<file path="src/rtl/node_id_allocator_if.sv">
// node_id_allocator_if
// Handshake bundle for the node ID allocator. It carries the parsed-edge
// request channel into the allocator and the resolved-edge channel out of it.
//
// Modports:
//   master : the edge source / sink side (line parser feeding requests,
//            graph builder taking resolved edges)
//   slave  : the allocator itself
//
// Signals:
//   in_valid, in_ready          request handshake
//   in_src_str, in_dst_str      source / destination node strings
//   edge_valid, edge_ready      resolved-edge handshake
//   edge_src_idx, edge_dst_idx  dense node indices
//   edge_src_new, edge_dst_new  index was freshly allocated by this edge
interface node_id_allocator_if #(
    parameter int NODE_STR_WIDTH = 15,
    parameter int NODE_IDX_WIDTH = 10
);
    logic                      in_valid;
    logic                      in_ready;
    logic [NODE_STR_WIDTH-1:0] in_src_str;
    logic [NODE_STR_WIDTH-1:0] in_dst_str;
    logic                      edge_valid;
    logic                      edge_ready;
    logic [NODE_IDX_WIDTH-1:0] edge_src_idx;
    logic [NODE_IDX_WIDTH-1:0] edge_dst_idx;
    logic                      edge_src_new;
    logic                      edge_dst_new;

    modport master (
        output in_valid, in_src_str, in_dst_str, edge_ready,
        input  in_ready, edge_valid, edge_src_idx, edge_dst_idx,
               edge_src_new, edge_dst_new
    );

    modport slave (
        input  in_valid, in_src_str, in_dst_str, edge_ready,
        output in_ready, edge_valid, edge_src_idx, edge_dst_idx,
               edge_src_new, edge_dst_new
    );
endinterface

</file>
<file path="src/rtl/node_id_allocator.sv">
// node_id_allocator
// Resolves the two node strings of a parsed edge into dense node indices.
// Both strings are looked up in parallel on the two ports of the node-string
// LUT DPRAM; a miss allocates the next free index and writes {1, index} back.
// The resolved index pair is then offered to the graph builder.
//
// Ports:
//   clk, rst_n           clock, asynchronous active-low reset
//   bus (slave)          request channel in, resolved-edge channel out
//   lut_src_str/dst_str  DPRAM port A / B address
//   lut_*_wr_en/wr_data  DPRAM write enables and {valid, index} write data
//   lut_*_rd_data        DPRAM registered read data (1-cycle latency)
//   node_count           indices allocated so far (saturates at MAX_NODES)
//   overflow             sticky: an allocation was attempted with no free index
//
// Optional feature (macro NODE_ID_ALLOC_LUT_CLEAR_EN): after reset the LUT
// is swept to zero, two addresses per cycle, before the first request is
// accepted. Without the macro the LUT relies on zero power-up contents and
// keeps its contents across reset.
module node_id_allocator #(
    parameter int NODE_STR_WIDTH = 15,
    parameter int MAX_NODES      = 1024,
    parameter int NODE_IDX_WIDTH = $clog2(MAX_NODES)
) (
    input  logic                      clk,
    input  logic                      rst_n,
    node_id_allocator_if.slave        bus,
    output logic [NODE_STR_WIDTH-1:0] lut_src_str,
    output logic [NODE_STR_WIDTH-1:0] lut_dst_str,
    output logic                      lut_src_wr_en,
    output logic                      lut_dst_wr_en,
    output logic [NODE_IDX_WIDTH:0]   lut_src_wr_data,
    output logic [NODE_IDX_WIDTH:0]   lut_dst_wr_data,
    input  logic [NODE_IDX_WIDTH:0]   lut_src_rd_data,
    input  logic [NODE_IDX_WIDTH:0]   lut_dst_rd_data,
    output logic [NODE_IDX_WIDTH:0]   node_count,
    output logic                      overflow
);

    localparam logic [NODE_IDX_WIDTH:0]   MAX_CNT = (NODE_IDX_WIDTH+1)'(MAX_NODES);
    localparam logic [NODE_IDX_WIDTH-1:0] SAT_IDX = NODE_IDX_WIDTH'(MAX_NODES - 1);
    localparam logic [NODE_IDX_WIDTH:0]   ONE     = (NODE_IDX_WIDTH+1)'(1);

`ifdef NODE_ID_ALLOC_LUT_CLEAR_EN
    typedef enum logic [2:0] {IDLE, LOOKUP, RESOLVE, OUTPUT, CLEAR} state_t;
    localparam state_t RESET_STATE = CLEAR;
`else
    typedef enum logic [1:0] {IDLE, LOOKUP, RESOLVE, OUTPUT} state_t;
    localparam state_t RESET_STATE = IDLE;
`endif

    state_t state, next_state;

    logic [NODE_STR_WIDTH-1:0] src_str_q, dst_str_q;
    logic [NODE_IDX_WIDTH-1:0] edge_src_idx_q, edge_dst_idx_q;
    logic                      edge_src_new_q, edge_dst_new_q;

    logic [NODE_IDX_WIDTH-1:0] src_idx, dst_idx;
    logic                      src_new, dst_new, src_ovf, dst_ovf;
    logic [NODE_IDX_WIDTH:0]   cnt_after_src, cnt_next;
    logic                      accept;

    assign accept           = bus.in_valid && (state == IDLE);
    assign bus.in_ready     = (state == IDLE);
    assign bus.edge_valid   = (state == OUTPUT);
    assign bus.edge_src_idx = edge_src_idx_q;
    assign bus.edge_dst_idx = edge_dst_idx_q;
    assign bus.edge_src_new = edge_src_new_q;
    assign bus.edge_dst_new = edge_dst_new_q;

`ifdef NODE_ID_ALLOC_LUT_CLEAR_EN
    // Sweep counter: each step clears one even (port A) and one odd (port B)
    // address, so the whole LUT is covered in half as many cycles as entries.
    logic [NODE_STR_WIDTH-2:0] clr_cnt;

    always_ff @(posedge clk or negedge rst_n) begin
        if (!rst_n)
            clr_cnt <= '0;
        else if (state == CLEAR)
            clr_cnt <= clr_cnt + 1'b1;
    end

    assign lut_src_str = (state == CLEAR) ? {clr_cnt, 1'b0} : src_str_q;
    assign lut_dst_str = (state == CLEAR) ? {clr_cnt, 1'b1} : dst_str_q;
`else
    assign lut_src_str = src_str_q;
    assign lut_dst_str = dst_str_q;
`endif

    // Index resolution, meaningful only in RESOLVE when read data is valid.
    // The destination allocates after the source, so its free index is the
    // count including any source allocation. A missing self-loop reuses the
    // source result so the same address is never written twice. When no
    // index is free the node saturates to MAX_NODES-1, gets no write and is
    // not flagged as new.
    always_comb begin
        src_idx       = '0;
        dst_idx       = '0;
        src_new       = 1'b0;
        dst_new       = 1'b0;
        src_ovf       = 1'b0;
        dst_ovf       = 1'b0;
        cnt_after_src = node_count;
        cnt_next      = node_count;

        if (lut_src_rd_data[NODE_IDX_WIDTH]) begin
            src_idx = lut_src_rd_data[NODE_IDX_WIDTH-1:0];
        end else if (node_count < MAX_CNT) begin
            src_idx       = node_count[NODE_IDX_WIDTH-1:0];
            src_new       = 1'b1;
            cnt_after_src = node_count + ONE;
        end else begin
            src_idx = SAT_IDX;
            src_ovf = 1'b1;
        end

        cnt_next = cnt_after_src;

        if (lut_dst_rd_data[NODE_IDX_WIDTH]) begin
            dst_idx = lut_dst_rd_data[NODE_IDX_WIDTH-1:0];
        end else if (dst_str_q == src_str_q) begin
            dst_idx = src_idx;
        end else if (cnt_after_src < MAX_CNT) begin
            dst_idx  = cnt_after_src[NODE_IDX_WIDTH-1:0];
            dst_new  = 1'b1;
            cnt_next = cnt_after_src + ONE;
        end else begin
            dst_idx = SAT_IDX;
            dst_ovf = 1'b1;
        end
    end

    // State register.
    always_ff @(posedge clk or negedge rst_n) begin
        if (!rst_n)
            state <= RESET_STATE;
        else
            state <= next_state;
    end

    // Next state and LUT write strobes. Writes are single-cycle pulses in
    // RESOLVE, which commit well before the next request's LOOKUP read.
    always_comb begin
        next_state      = state;
        lut_src_wr_en   = 1'b0;
        lut_dst_wr_en   = 1'b0;
        lut_src_wr_data = {1'b1, src_idx};
        lut_dst_wr_data = {1'b1, dst_idx};
        case (state)
            IDLE:    if (accept) next_state = LOOKUP;
            LOOKUP:  next_state = RESOLVE;
            RESOLVE: begin
                lut_src_wr_en = src_new;
                lut_dst_wr_en = dst_new;
                next_state    = OUTPUT;
            end
            OUTPUT:  if (bus.edge_ready) next_state = IDLE;
`ifdef NODE_ID_ALLOC_LUT_CLEAR_EN
            CLEAR: begin
                lut_src_wr_en   = 1'b1;
                lut_dst_wr_en   = 1'b1;
                lut_src_wr_data = '0;
                lut_dst_wr_data = '0;
                if (&clr_cnt) next_state = IDLE;
            end
`endif
            default: next_state = RESET_STATE;
        endcase
    end

    // Datapath registers: request strings latched on accept, results and
    // allocation bookkeeping loaded once in RESOLVE and held through OUTPUT.
    always_ff @(posedge clk or negedge rst_n) begin
        if (!rst_n) begin
            src_str_q      <= '0;
            dst_str_q      <= '0;
            edge_src_idx_q <= '0;
            edge_dst_idx_q <= '0;
            edge_src_new_q <= 1'b0;
            edge_dst_new_q <= 1'b0;
            node_count     <= '0;
            overflow       <= 1'b0;
        end else begin
            if (accept) begin
                src_str_q <= bus.in_src_str;
                dst_str_q <= bus.in_dst_str;
            end
            if (state == RESOLVE) begin
                edge_src_idx_q <= src_idx;
                edge_dst_idx_q <= dst_idx;
                edge_src_new_q <= src_new;
                edge_dst_new_q <= dst_new;
                node_count     <= cnt_next;
                if (src_ovf || dst_ovf)
                    overflow <= 1'b1;
            end
        end
    end

endmodule
</file>
<file path="src/flat_wrapper.sv">
// flat-port wrapper written by rule: the top's interface ports become plain ports
module node_id_allocator_flat 
#(
    parameter int NODE_STR_WIDTH = 15,
    parameter int MAX_NODES      = 1024,
    parameter int NODE_IDX_WIDTH = $clog2(MAX_NODES)
)
  (clk, rst_n, lut_src_str, lut_dst_str, lut_src_wr_en, lut_dst_wr_en, lut_src_wr_data, lut_dst_wr_data, lut_src_rd_data, lut_dst_rd_data, node_count, overflow, bus_in_valid, bus_in_src_str, bus_in_dst_str, bus_edge_ready, bus_in_ready, bus_edge_valid, bus_edge_src_idx, bus_edge_dst_idx, bus_edge_src_new, bus_edge_dst_new);
  node_id_allocator_if #(.NODE_STR_WIDTH(NODE_STR_WIDTH), .NODE_IDX_WIDTH(NODE_IDX_WIDTH)) bus_i ();
  input  logic clk;
  input  logic rst_n;
  output logic [NODE_STR_WIDTH-1:0] lut_src_str;
  output logic [NODE_STR_WIDTH-1:0] lut_dst_str;
  output logic lut_src_wr_en;
  output logic lut_dst_wr_en;
  output logic [NODE_IDX_WIDTH:0] lut_src_wr_data;
  output logic [NODE_IDX_WIDTH:0] lut_dst_wr_data;
  input  logic [NODE_IDX_WIDTH:0] lut_src_rd_data;
  input  logic [NODE_IDX_WIDTH:0] lut_dst_rd_data;
  output logic [NODE_IDX_WIDTH:0] node_count;
  output logic overflow;
  input wire logic [$bits(bus_i.in_valid)-1:0] bus_in_valid;
  input wire logic [$bits(bus_i.in_src_str)-1:0] bus_in_src_str;
  input wire logic [$bits(bus_i.in_dst_str)-1:0] bus_in_dst_str;
  input wire logic [$bits(bus_i.edge_ready)-1:0] bus_edge_ready;
  output wire logic [$bits(bus_i.in_ready)-1:0] bus_in_ready;
  output wire logic [$bits(bus_i.edge_valid)-1:0] bus_edge_valid;
  output wire logic [$bits(bus_i.edge_src_idx)-1:0] bus_edge_src_idx;
  output wire logic [$bits(bus_i.edge_dst_idx)-1:0] bus_edge_dst_idx;
  output wire logic [$bits(bus_i.edge_src_new)-1:0] bus_edge_src_new;
  output wire logic [$bits(bus_i.edge_dst_new)-1:0] bus_edge_dst_new;
  assign bus_i.in_valid = bus_in_valid;
  assign bus_i.in_src_str = bus_in_src_str;
  assign bus_i.in_dst_str = bus_in_dst_str;
  assign bus_i.edge_ready = bus_edge_ready;
  assign bus_in_ready = bus_i.in_ready;
  assign bus_edge_valid = bus_i.edge_valid;
  assign bus_edge_src_idx = bus_i.edge_src_idx;
  assign bus_edge_dst_idx = bus_i.edge_dst_idx;
  assign bus_edge_src_new = bus_i.edge_src_new;
  assign bus_edge_dst_new = bus_i.edge_dst_new;
  node_id_allocator #(.NODE_STR_WIDTH(NODE_STR_WIDTH), .MAX_NODES(MAX_NODES), .NODE_IDX_WIDTH(NODE_IDX_WIDTH)) u_core (.clk(clk), .rst_n(rst_n), .bus(bus_i), .lut_src_str(lut_src_str), .lut_dst_str(lut_dst_str), .lut_src_wr_en(lut_src_wr_en), .lut_dst_wr_en(lut_dst_wr_en), .lut_src_wr_data(lut_src_wr_data), .lut_dst_wr_data(lut_dst_wr_data), .lut_src_rd_data(lut_src_rd_data), .lut_dst_rd_data(lut_dst_rd_data), .node_count(node_count), .overflow(overflow));
endmodule
</file>
<file path="config.mk">
export PLATFORM = sky130hd
export DESIGN_NAME = node_id_allocator_flat
export DESIGN_NICKNAME = d
export VERILOG_FILES = /design/src/rtl/node_id_allocator_if.sv /design/src/rtl/node_id_allocator.sv /design/src/flat_wrapper.sv
export SDC_FILE = /design/constraint.sdc
export NUM_CORES = 1
export LEC_CHECK = 0
export CORE_UTILIZATION = 30
export CTS_CLUSTER_DIAMETER = 120
export DETAILED_ROUTE_END_ITERATION = 8
export GPL_ROUTABILITY_DRIVEN = 0
export SLEW_MARGIN = 20
export SYNTH_ARGS = -nofsm -noshare
export SYNTH_HDL_FRONTEND = slang
export SYNTH_SLANG_ARGS = --single-unit
export TNS_END_PERCENT = 10
</file>
<file path="constraint.sdc">
create_clock -name clk -period 2.38 [get_ports clk]
set_input_delay 0.357 -clock clk [delete_from_list [all_inputs] [get_ports clk]]
set_output_delay 0.357 -clock clk [all_outputs]
set_load 0.01 [all_outputs]
</file>
== After elaboration in Yosys (flattened, before gate mapping) ==
Cells that the tools add are included.

* Bits in registers: 66
* Bits of input ports: 56

* Add/subtract/negate cells: 2
* Magnitude comparators: 2
* Eq/ne operators: 6
* Mux-type cells: 25
* Reductions and logical operators: 5

{| class="wikitable"
|+ Operators by type and width
! kind !! count
|-
| two-way mux 11 bit || 5
|-
| two-way mux 10 bit || 5
|-
| adder 11 x 1 -> 11 bit (second input constant) || 2
|-
| < comparator 11 bit (second input constant) || 2
|-
| equality test 15 bit || 1
|-
| two-way mux 1 bit || 12
|-
| case mux 2 bit (4 select lines) || 1
|-
| equality test 2 bit (second input constant) || 2
|-
| two-way mux 2 bit || 2
|-
| AND reduction 2 bit || 2
|-
| equality test 2 x 1 -> 1 bit (second input constant) || 1
|-
| logical NOT 2 bit || 1
|-
| inequality test 2 x 1 -> 1 bit (second input constant) || 1
|-
| inequality test 2 bit (second input constant) || 1
|-
| logical AND 1 bit || 1
|-
| logical OR 1 bit || 1
|}

== Logic depth before layout (Yosys ltp) ==
* Word-level depth: 9
* Mapped depth: 10
* Gate-level depth less buffers: 9

== Worst setup path after synthesis ==
Ideal clock, no wire load.

* Kind: reg-to-output
* Start: reg u_core.node_count[1]
* End: out lut_dst_wr_data[4]
* Arrival time: 2.093 ns
* Required time: 2.023 ns
* Path slack: -0.070 ns
* Cell stages (with the launch flop): 10
* Buffers on the path: 0
* Cells stage by stage: dfrtp_1 -> ha_1 -> nor2b_1 -> nand3_1 -> o21ai_1 -> inv_2 -> a22oi_1 -> a21oi_1 -> or2_2 -> nand2_1

* Cells in the longest elaborated chain, start to end: 7
* Elaborated cells between the ends (all ways): 10
* Classes of those cells: add/sub: 1; order compare: 2; mux: 7

{| class="wikitable"
|+ RTL lines
! element !! line !! RTL
|-
| start: declaration || node_id_allocator.sv:36 || <nowiki>output logic [NODE_IDX_WIDTH:0] node_count,</nowiki>
|-
| start signal: assignment || node_id_allocator.sv:193 || <nowiki>node_count <= cnt_next;</nowiki>
|-
| adder 11 x 1 -> 11 bit / < comparator 11 bit (equally long branches) || node_id_allocator.sv:111, node_id_allocator.sv:108 ||
|-
| two-way mux 11 bit || node_id_allocator.sv:108 || <nowiki>end else if (node_count < MAX_CNT) begin</nowiki>
|-
| two-way mux 11 bit || node_id_allocator.sv:106 || <nowiki>if (lut_src_rd_data[NODE_IDX_WIDTH]) begin</nowiki>
|-
| < comparator 11 bit || node_id_allocator.sv:123 || <nowiki>end else if (cnt_after_src < MAX_CNT) begin</nowiki>
|-
| two-way mux 10 bit || node_id_allocator.sv:123 ||
|-
| two-way mux 10 bit * || node_id_allocator.sv:121 || <nowiki>end else if (dst_str_q == src_str_q) begin</nowiki>
|-
| two-way mux 10 bit * || node_id_allocator.sv:119 || <nowiki>if (lut_dst_rd_data[NODE_IDX_WIDTH]) begin</nowiki>
|-
| end: declaration || flat_wrapper.sv:17 || <nowiki>output logic [NODE_IDX_WIDTH:0] lut_dst_wr_data;</nowiki>
|}

Mark *: on every way between the ends. The rest lies on a longest branch, timed or not.

== Final worst setup path ==
* Start: reg u_core.dst_str_q[4], in the netlist u_core.lut_dst_str[4]
* End: out lut_dst_wr_data[0]

* Cells in the longest elaborated chain, start to end: 3

{| class="wikitable"
|+ RTL lines
! element !! line !! RTL
|-
| start: declaration || node_id_allocator.sv:54 || <nowiki>logic [NODE_STR_WIDTH-1:0] src_str_q, dst_str_q;</nowiki>
|-
| start signal: assignment || node_id_allocator.sv:186 || <nowiki>dst_str_q <= bus.in_dst_str;</nowiki>
|-
| equality test 15 bit || node_id_allocator.sv:121 ||
|-
| two-way mux 10 bit || node_id_allocator.sv:121 ||
|-
| two-way mux 10 bit || node_id_allocator.sv:119 ||
|}

Every way passes these cells.

==> summary.txt <==
Status
  – Run status: finished with violations
  – Failing checks: negative setup slack

Yosys
  – Post-synthesis sequential area ratio: 43.0%
  – Number of enable flip-flop cells after synthesis: 0
  – Synth Flop Type: dfrtp_1
  – Most frequent cells after synthesis: dfrtp_1, mux2_2, nand2_1, nor2_1, xnor2_1
  – Most frequent cell after synthesis: dfrtp_1
  – Synth top area cells: dfrtp_1, mux2_2, xnor2_1
  – Largest area contributor in the netlist: dfrtp_1
  – Post-synth ARST share: 100%
  – Cells after Synth: 376
  – Synthesized flop and latch total: 66
  – Share of the synthesized area in the top cell type: 43.0%
  – Yosys cell types: 60
  – Mapped Area: 0.00384 mm^2
  – Yosys warning count: 0
  – Post-Syn Area per Cell: 10.2 um^2

Setup path
  – CP arrival: 2.21 ns
  – CP cell instances: xnor2_1, nand4_1, nor4_2, buf_4, and2_4, buf_6, mux2i_1, mux2_4, buf_6
  – CP Capture Type: output port
  – Crit Path Class: register to output port
  – R2R Path End: u_core.node_count[4]$_DFFE_PN0P_
  – Reg2Reg Depth: 8
  – Worst EP required: 2.02 ns
  – R2R Path Start: u_core.node_count[0]$_DFFE_PN0P_
  – Slowest CP cell: dfrtp_1
  – CP Launch Point: u_core.lut_dst_str[4]$_DFFE_PN0P_
  – R2R Setup Slk: 0.03 ns
  – Peak per-stage delay on the critical path: 0.38 ns
  – CP most frequent cell: buf_6
  – Setup crit end: lut_dst_wr_data[0]
  – Setup crit start kind: register
  – Crit-path max FO: 7

Placement
  – Port Buf Inserts: 143
  – Placed Cells: 760
  – Final HPWL DP: 9380 um

Power
  – Leak: 0.00284 uW
  – Power density cells: 1000 mW/mm^2
  – Max VDD drop: 0.612 mV

Drt
  – WL per Instance: 16.0 um
  – WL final: 12,500 um
  – DRT Pass-1 Iters: 4
  – Routed Antenna Nets: 0
  – # DRC: 0
  – Vias after detailed routing: 3,711
  – Vias/cell: 4.75
  – DR iter-0 viols: 156

Clock network
  – Clk slew on worst S/H paths: 0.05 ns
  – Total CTS buffers: 9
  – CTS tree: done
  – Clk_lat worst skew: 0.34 ns
  – Root Buffer Master: clkbuf_16
  – Clk buf depth: 2
  – CTS H-Tree Depth: 3
  – Clock sinks: 66
  – CTS Hold Bufs: 0

Global routing
  – Initial antenna violation count: 0
  – Largest net degree at the start of global routing: 49
  – Remaining Overflow, GRT: 0
  – Vias in the first global route: 3,872
  – GRT Util Overall: 19.7%
  – First-pass GRT wire length: 19,600 um

Layout
  – Fin cells: 782
  – Layout cells sized above 1: 35.3%
  – Register area: 0.00165 mm^2
  – Fillers: 1,122
  – Final core occ: 53.5%
  – Area delta synth->final: 70.9%
  – Area of the multi-input gates: 0.00212 mm^2
  – Layout Nets: 674
  – Antenna fix cells: 0

Timing
  – Fmax: 390 MHz
  – Min Hold Slack: 0.124 ns
  – Post-Route Skew: 0.00622 ns
  – Tmin final: 2.57 ns
  – Part of the cycle the worst path needs: 108%
  – Worst Tran Pin Value: 0.838 ns
  – Unrepaired setup endpoints after global routing: true
  – Setup TNS: -1.32 ns
  – Final setup fails: 10
  – Final hold vios: 0
  – Slew Viols, Final: 0
  – Setup slack after layout: -0.187 ns
  – Worst slew margin: 44.1%

Floorplanning
  – Die Ht: 115 um
  – Full die area: 0.0133 mm^2
  – Die Wd: 115 um
  – # rows: 40
  – Initial core utilization: 31.3%
  – I/O Pins: 146
  – Core area: 0.0123 mm^2

Worst hold path
  – HP Class: input pin to asynchronous set/reset pin

Job
  – Max cap viols: 0
==> worst min-delay path by stage <==
stage,startpoint,end,slack [ns],depth (start not counted)
3_5_place_dp,u_core.overflow$_DFFE_PN0P_,u_core.overflow$_DFFE_PN0P_,0.46,1
5_1_grt,rst_n,u_core.bus.edge_src_idx[6]$_DFFE_PN0P_,0.18,1
2_1_floorplan,rst_n,u_core.bus.edge_dst_idx[0]$_DFFE_PN0P_,0.06,0
6_report,rst_n,u_core.bus.edge_src_idx[8]$_DFFE_PN0P_,0.12,1
3_3_place_gp,u_core.overflow$_DFFE_PN0P_,u_core.overflow$_DFFE_PN0P_,0.45,1
4_1_cts,rst_n,u_core.node_count[10]$_DFFE_PN0P_,0.14,1
==> stage by stage <==
step	setup WS, ns	instance area (um^2)	power [uW]
2_1_floorplan	0.0141	3850	3270
3_3_place_gp	-0.642	6070	5100
3_5_place_dp	-0.657	6070	5160
4_1_cts	-0.363	6420	6570
5_1_grt	-0.303	6560	6980
6_report	-0.187	6560	6570
==> logic make-up (layout without fill, tap and decap cells) <==
logic type / after synthesis / count (layout) / synth area share, %
other cells: 1 / 2 / 0.0977
fa+ha+maj: 7 / 7 / 2.28
compound gates: 60 / 60 / 10.0
simple gates: 119 / 119 / 16.4
flops: 66 / 66 / 43.0
xor+xnor: 32 / 32 / 7.30
buf+inv: 41 / 278 / 6.36
mux: 50 / 50 / 14.5
==> cell type report <==
class	instances	area share [%]
multi-input combinational	270	32.3
sequential	66	25.2
inverter	13	0.744
tap	168	3.20
timing repair buffer	251	34.1
clock buffer	11	3.85
clock inverter	3	0.610
==> what timing repair did <==
item / CTS / global route
gates resized for setup: 75 / 27
buffers inserted: 6 / 2
pin swaps: 11 / 7
endpoints found under the setup margin: 22 / 22
gates cloned: 1 / 0
==> cells in the final DEF, fill, tap and decap left out, types with 3 or more instances in the layout <==
cell	count
a21oi_2	3
o21ai_0	9
nor2_1	25
nor3_1	4
buf_4	99
ha_1	4
nand2_1	40
clkbuf_16	9
nand2b_1	4
a31oi_1	6
nand3_1	6
nand4_1	6
inv_1	12
dfrtp_1	66
o21ai_1	11
xnor2_1	21
o21ai_2	4
buf_2	11
nor3_2	3
clkdlybuf4s50_1	129
mux2_2	44
buf_6	8
and2_1	5
mux2i_1	5
xor2_1	9
a21oi_1	5
==> state kept, by name, indices dropped and copies added, names as in the netlist <==
| register | cells |
|---|---|
| u_core.lut_dst_str | 15 |
| u_core.lut_src_str | 15 |
| u_core.node_count | 11 |
| u_core.bus.edge_dst_idx | 10 |
| u_core.bus.edge_src_idx | 10 |
| u_core.state | 2 |
| u_core.bus.edge_dst_new | 1 |
| u_core.bus.edge_src_new | 1 |
| u_core.overflow | 1 |
==> where the power goes <==
part / switching [uW] / internal (uW) / leakage [uW] / total, uW
combinational: 1300 / 2030 / 0.00192 / 3340
clock: 480 / 851 / 0.000147 / 1330
sequential: 313 / 1580 / 0.000775 / 1900
total: 2100 / 4470 / 0.00284 / 6570
==> worst max-delay path: cells and delay by family (launching register included) <==
| kind | cells | cell delay, ns |
|---|---|---|
| xor gates and xnor gates | 1 | 0.18 |
| buffers and inverters | 3 | 0.40 |
| DFF | 1 | 0.38 |
| muxes | 2 | 0.40 |
| and+or+nand+nor | 3 | 0.52 |
==> routing by layer <==
layer	GRT usage, %	up-vias	share of wire [%]
met4	10.6	0	2.8
met2	32.4	148	47
li1	-	1779	-
met5	0	-	0
met1	22.2	1764	40
met3	7.17	20	9.5
Power figures use the tool's default switching activity.
